===== src/rtl/prio_enc_pkg.sv =====
// Shared constants and helpers for the priority encoder / arbiter.
// Imported by the find-first-set sub-module and the top level.
package prio_enc_pkg;

    localparam logic MODE_FIXED = 1'b0;
    localparam logic MODE_RR    = 1'b1;

    // Increment with wrap to zero at n; valid for any n, power of 2 or not.
    function automatic int wrap_inc(input int value, input int n);
        return (value + 1 >= n) ? 0 : value + 1;
    endfunction

endpackage


===== src/rtl/prio_enc_ffs.sv =====
// Combinational find-first-set over N request bits.
// Fixed mode searches down from N-1; round-robin searches up from start.
module prio_enc_ffs
    import prio_enc_pkg::*;
#(
    parameter int N = 8,
    parameter int W = $clog2(N)
) (
    input  logic [N-1:0] req,
    input  logic [W-1:0] start,
    input  logic         mode,
    output logic         found,
    output logic [W-1:0] sel
);

    localparam logic [W:0] NW = (W+1)'(N);

    logic [2*N-1:0] rot;
    logic [W-1:0]   fix_sel;
    logic [W-1:0]   off;
    logic [W:0]     sum;

    // Downward search: the first set bit met from the top wins.
    always_comb begin
        fix_sel = '0;
        for (int i = 0; i < N; i++) begin
            if (req[i]) fix_sel = W'(i);
        end
    end

    // Rotate so that bit 'start' lands at position 0, then take the lowest.
    always_comb begin
        rot = {req, req} >> start;
        off = '0;
        for (int k = N - 1; k >= 0; k--) begin
            if (rot[k]) off = W'(k);
        end
    end

    // Map the rotated offset back to an absolute index, modulo N.
    always_comb begin
        sum = {1'b0, start} + {1'b0, off};
        found = |req;
        if (mode == MODE_FIXED) begin
            sel = fix_sel;
        end else if (sum >= NW) begin
            sel = W'(sum - NW);
        end else begin
            sel = W'(sum);
        end
    end

endmodule


===== src/rtl/prio_enc_arb.sv =====
// N-input priority encoder / arbiter, fixed or round-robin priority,
// with a registered result and valid/ready back-pressure.
module prio_enc_arb
    import prio_enc_pkg::*;
#(
    parameter int N            = 8,
    parameter int W            = $clog2(N),
    parameter int RR_RESET_PTR = 0
) (
    input  logic         clk,
    input  logic         rst_n,
    input  logic         en_n,
    input  logic         mode,
    input  logic [N-1:0] req,
    input  logic         out_ready,
    output logic         out_valid,
    output logic [W-1:0] idx,
    output logic [N-1:0] grant,
    output logic [W-1:0] ptr
);

    localparam logic [N-1:0] ONE = {{(N-1){1'b0}}, 1'b1};

    logic         load;
    logic         accept;
    logic [W-1:0] ptr_nxt;
    logic         found;
    logic [W-1:0] sel;

    assign load   = !out_valid || out_ready;
    assign accept = out_valid && out_ready;

    // Pointer after this edge; the search already uses it so a
    // back-to-back round-robin grant skips the index just accepted.
    always_comb begin
        ptr_nxt = ptr;
        if (accept && mode == MODE_RR) begin
            ptr_nxt = W'(wrap_inc(int'(idx), N));
        end
    end

    prio_enc_ffs #(
        .N(N),
        .W(W)
    ) u_ffs (
        .req  (req),
        .start(ptr_nxt),
        .mode (mode),
        .found(found),
        .sel  (sel)
    );

    // Result register, handshake and round-robin pointer.
    always_ff @(posedge clk or negedge rst_n) begin
        if (!rst_n) begin
            out_valid <= 1'b0;
            idx       <= '0;
            grant     <= '0;
            ptr       <= W'(RR_RESET_PTR);
        end else begin
            ptr <= ptr_nxt;
            if (load) begin
                if (!en_n && found) begin
                    out_valid <= 1'b1;
                    idx       <= sel;
                    grant     <= ONE << sel;
                end else begin
                    out_valid <= 1'b0;
                    idx       <= '0;
                    grant     <= '0;
                end
            end
        end
    end

endmodule


===== config.mk =====
export PLATFORM = sky130hd
export DESIGN_NAME = prio_enc_arb
export DESIGN_NICKNAME = d
export VERILOG_FILES = /design/src/rtl/prio_enc_pkg.sv /design/src/rtl/prio_enc_ffs.sv /design/src/rtl/prio_enc_arb.sv
export SDC_FILE = /design/constraint.sdc
export NUM_CORES = 1
export LEC_CHECK = 0
export CORE_MARGIN = 5
export CORE_UTILIZATION = 30
export CTS_CLUSTER_SIZE = 24
export DETAILED_ROUTE_END_ITERATION = 12
export GPL_TIMING_DRIVEN = 1
export PLACE_DENSITY = 0.63
export SETUP_SLACK_MARGIN = 0.15
export SYNTH_ARGS = -nofsm -noshare
export SYNTH_HDL_FRONTEND = slang
export SYNTH_SLANG_ARGS = --single-unit

===== constraint.sdc =====
create_clock -name clk -period 4.1 [get_ports clk]
set_input_delay 0.82 -clock clk [delete_from_list [all_inputs] [get_ports clk]]
set_output_delay 0.82 -clock clk [all_outputs]
set_load 0.005 [all_outputs]

==> reports/results.ini <==
[outcome]
outcome = complete, no violations

[detailed_routing]
vias_per_cell = 5.35
vias = 1483
firstDrtPassIters = 4
routed_wl_um = 4240
first_iter_violations = 56
drc = 0
post_drt_wl_per_cell_um = 15.3
drtAntennaViolNets = 0

[worst_hold_path]
hp-class = reg2reg
min_delay_path_depth = 2

[timing]
final_max_slew_viol_count = 0
clock_skew_ps = 5.37
period_minus_slack_ps = 3990
tightest_slew_ps = 674
tns_ps = 0
slew_headroom_pct = 54.9
fin_crit_sh_pct = 97.4
grt_setup_unrepaired = true
clock.fmax_mhz = 250
finalSetupViolations = 0
hold_violations = 0

[clock_network]
path_clk_slew_ps = 60
htree_levels = 1
cts_hold_buf = 0
cts-root-buf = clkbuf_8
cts.sinks = 15
cts_made_buffers = 3
insertion_delay_ps = 250
cts_tree = yes
cts_buffer_depth = 2

[critical_path]
worst_setup_path_end_kind = flip-flop
critPathTopFamily = compound AO/OA/AOI/OAI gates
cp_num_cells = 18
r2r-start = idx[0]
worstReg2RegEnd = grant[6]
cp-startpoint = out_ready
cp_cell_sequence = buf_8 > and4b_2 > a21oi_4 > clkinv_4 > mux2i_4 > a211oi_2 > o221ai_2 > a31oi_1 > o31ai_1 > a221oi_1 > ha_2 > fa_1 > nand2b_4 > o41ai_4 > nand2b_4 > nor2_4 > a22oi_1 > o21ai_1
crit_fanout = 7
r2r_cells = 18
crit_slowest_cell = fa_1
slowest_delay_ps = 410
worst_setup_path_start_kind = input port
critPathRequiredTime_ps = 4230
crit_type = in2reg
crit_top_cell = nand2b_4
crit_end = grant[6]
arrival_ps = 4120
r2r_setup_slack_ps = 180
crit_buf_inv = 2

[synth]
syn-cell-area_sq_um = 1340
yosys.area.top_type = dfrtp_1
seq_area_frac_synth_pct = 27.9
synth_edf_count = 0
synthArstFlopShare_pct = 100
ys_top_cells_by_count = a211oi_1, dfrtp_1, nand2_1
synth_ff_type = dfrtp_1
synthCells = 148
yosysWarnings = 0
synth.top_cell.area_share_pct = 27.9
avgSynthCellArea_sq_um = 9.08
syn-num-nets = 164
ys_ff_latch = 15
netlist_top_cells_area = dfrtp_1, a211oi_1, a22oi_1, mux2i_1, nand2_1
synth_cell_types = 49

[die]
die_h_um = 76.9
placementRows = 24
start_util_pct = 30.9
io_pins = 28
fp.coreArea_sq_um = 4350
die-area_sq_um = 5920
die_w_um = 76.9

[pwr]
p_leak_nw = 0.980
vdd_ir_drop_max_mv = 0.340
clock_power_share_pct = 8.1
p_comb_share_pct = 75.9
power_density_nw_per_um2 = 632
switching_power_mw = 0.589
p_int_mw = 0.863
power_frac_seq_pct = 16.0
p_sw_share_pct = 40.6

[global_route]
track_usage_pct = 13.9
grt_max_degree = 16
antenna_found_initial = 0
first_global_vias = 1478
grt_pass1_wl_um = 6980
gr-total-overflow = 0

[final_layout]
area_growth_pct = 71.0
diodes = 0
nets = 242
instances_no_fill = 277
layout-drive-gt1-share_pct = 45.8

[placement]
hpwlAfterDp_um = 3110
portBuffers = 27
gp_congestion = 0.895
dp.cells = 263

[flow_run]
drv_cap = 0

[routing by layer]
| layer | global-route usage [%] | vias up | share of wire (%) |
|---|---|---|---|
| met5 | 0 | - | 0 |
| met4 | 1.57 | 0 | 0.64 |
| met3 | 3.28 | 4 | 6.7 |
| met2 | 21.8 | 49 | 47 |
| met1 | 19.8 | 696 | 46 |
| li1 | - | 734 | - |
[stage by stage]
step	hold WS (ps)	setup WS (ps)	utilization, %	power, mW	instance area (sq um)
finish	524	107	52.8	1.45	2300
global route	579	-113	52.8	1.56	2300
CTS	532	174	49.1	1.35	2140
detailed placement	517	-616	45.6	1.13	1990
global placement	525	-619	45.6	1.13	1990
floorplan	519	214	-	0.715	1350
[state kept, by name, indices dropped and copies added, names as in the netlist]
name and flops:
grant 8, ptr 3, out_valid 1, idx 3
[power by group through the flow]
stage | combinational [mW] | clock, mW | sequential [mW]
after detailed placement | 0.896 | 0 | 0.233
final | 1.10 | 0.118 | 0.233
after global placement | 0.898 | 0 | 0.233
after floorplan | 0.486 | 0 | 0.229
after global routing | 1.19 | 0.130 | 0.241
after CTS | 0.997 | 0.120 | 0.232
[cell families (layout without fill, tap and decap cells)]
group | Yosys count | after routing | share of synthesized area, %
buf+inv | 13 | 90 | 3.82
flops | 15 | 15 | 27.9
mux | 8 | 8 | 7.08
compound gates | 63 | 63 | 37.8
simple gates | 43 | 43 | 17.5
fa+ha+maj | 3 | 3 | 3.35
xor+xnor | 3 | 3 | 2.51
[final cells by class]
class / instances / area [sq um]
fill: 387 / 2060
multi-input combinational: 120 / 1100
timing repair buffer: 78 / 678
sequential: 15 / 375
tap: 52 / 65.1
clock buffer: 3 / 41.3
inverter: 8 / 35.0
clock inverter: 1 / 5.00
[placed cells by master (no fill, tap or decap), drive strengths merged, types with 2 or more instances in the layout]
cell and instances:
a31o 2, a221oi 3, a22oi 9, nand3 2, o31ai 2, buf 53
mux2i 6, dfrtp 15, clkbuf 3, o21ai 9, a2111oi 3, clkinv 2
inv 7, a211oi 16, nand2 12, nand2b 5, a21o 2, nor2b 5
ha 2, nor2 9, xnor2 2, clkdlybuf4s50 24, and3 2, mux2 2
a21oi 9
[how the worst min path moves through the flow]
| stage | slack [ps] | start | to |
|---|---|---|---|
| after global placement | 530 | grant[0] | grant[0] |
| final | 520 | grant[3] | grant[3] |
| after CTS | 530 | grant[3] | grant[3] |
| after floorplan | 520 | rst_n | grant[0] |
| after detailed placement | 520 | grant[3] | grant[3] |
| after global routing | 580 | grant[0] | grant[0] |
[tightest hold or removal path, stage by stage, from the launching register on]
cell and delay (ps):
dfrtp_1 340, a22oi_1 80, o21ai_1 70
[timing repair]
item | in CTS | in global routing
resized for setup | 27 | 25
setup buffers | 4 | 6
endpoints found under the setup margin | 10 | 9
pin swaps | 12 | 17
Power figures use the tool's default switching activity.
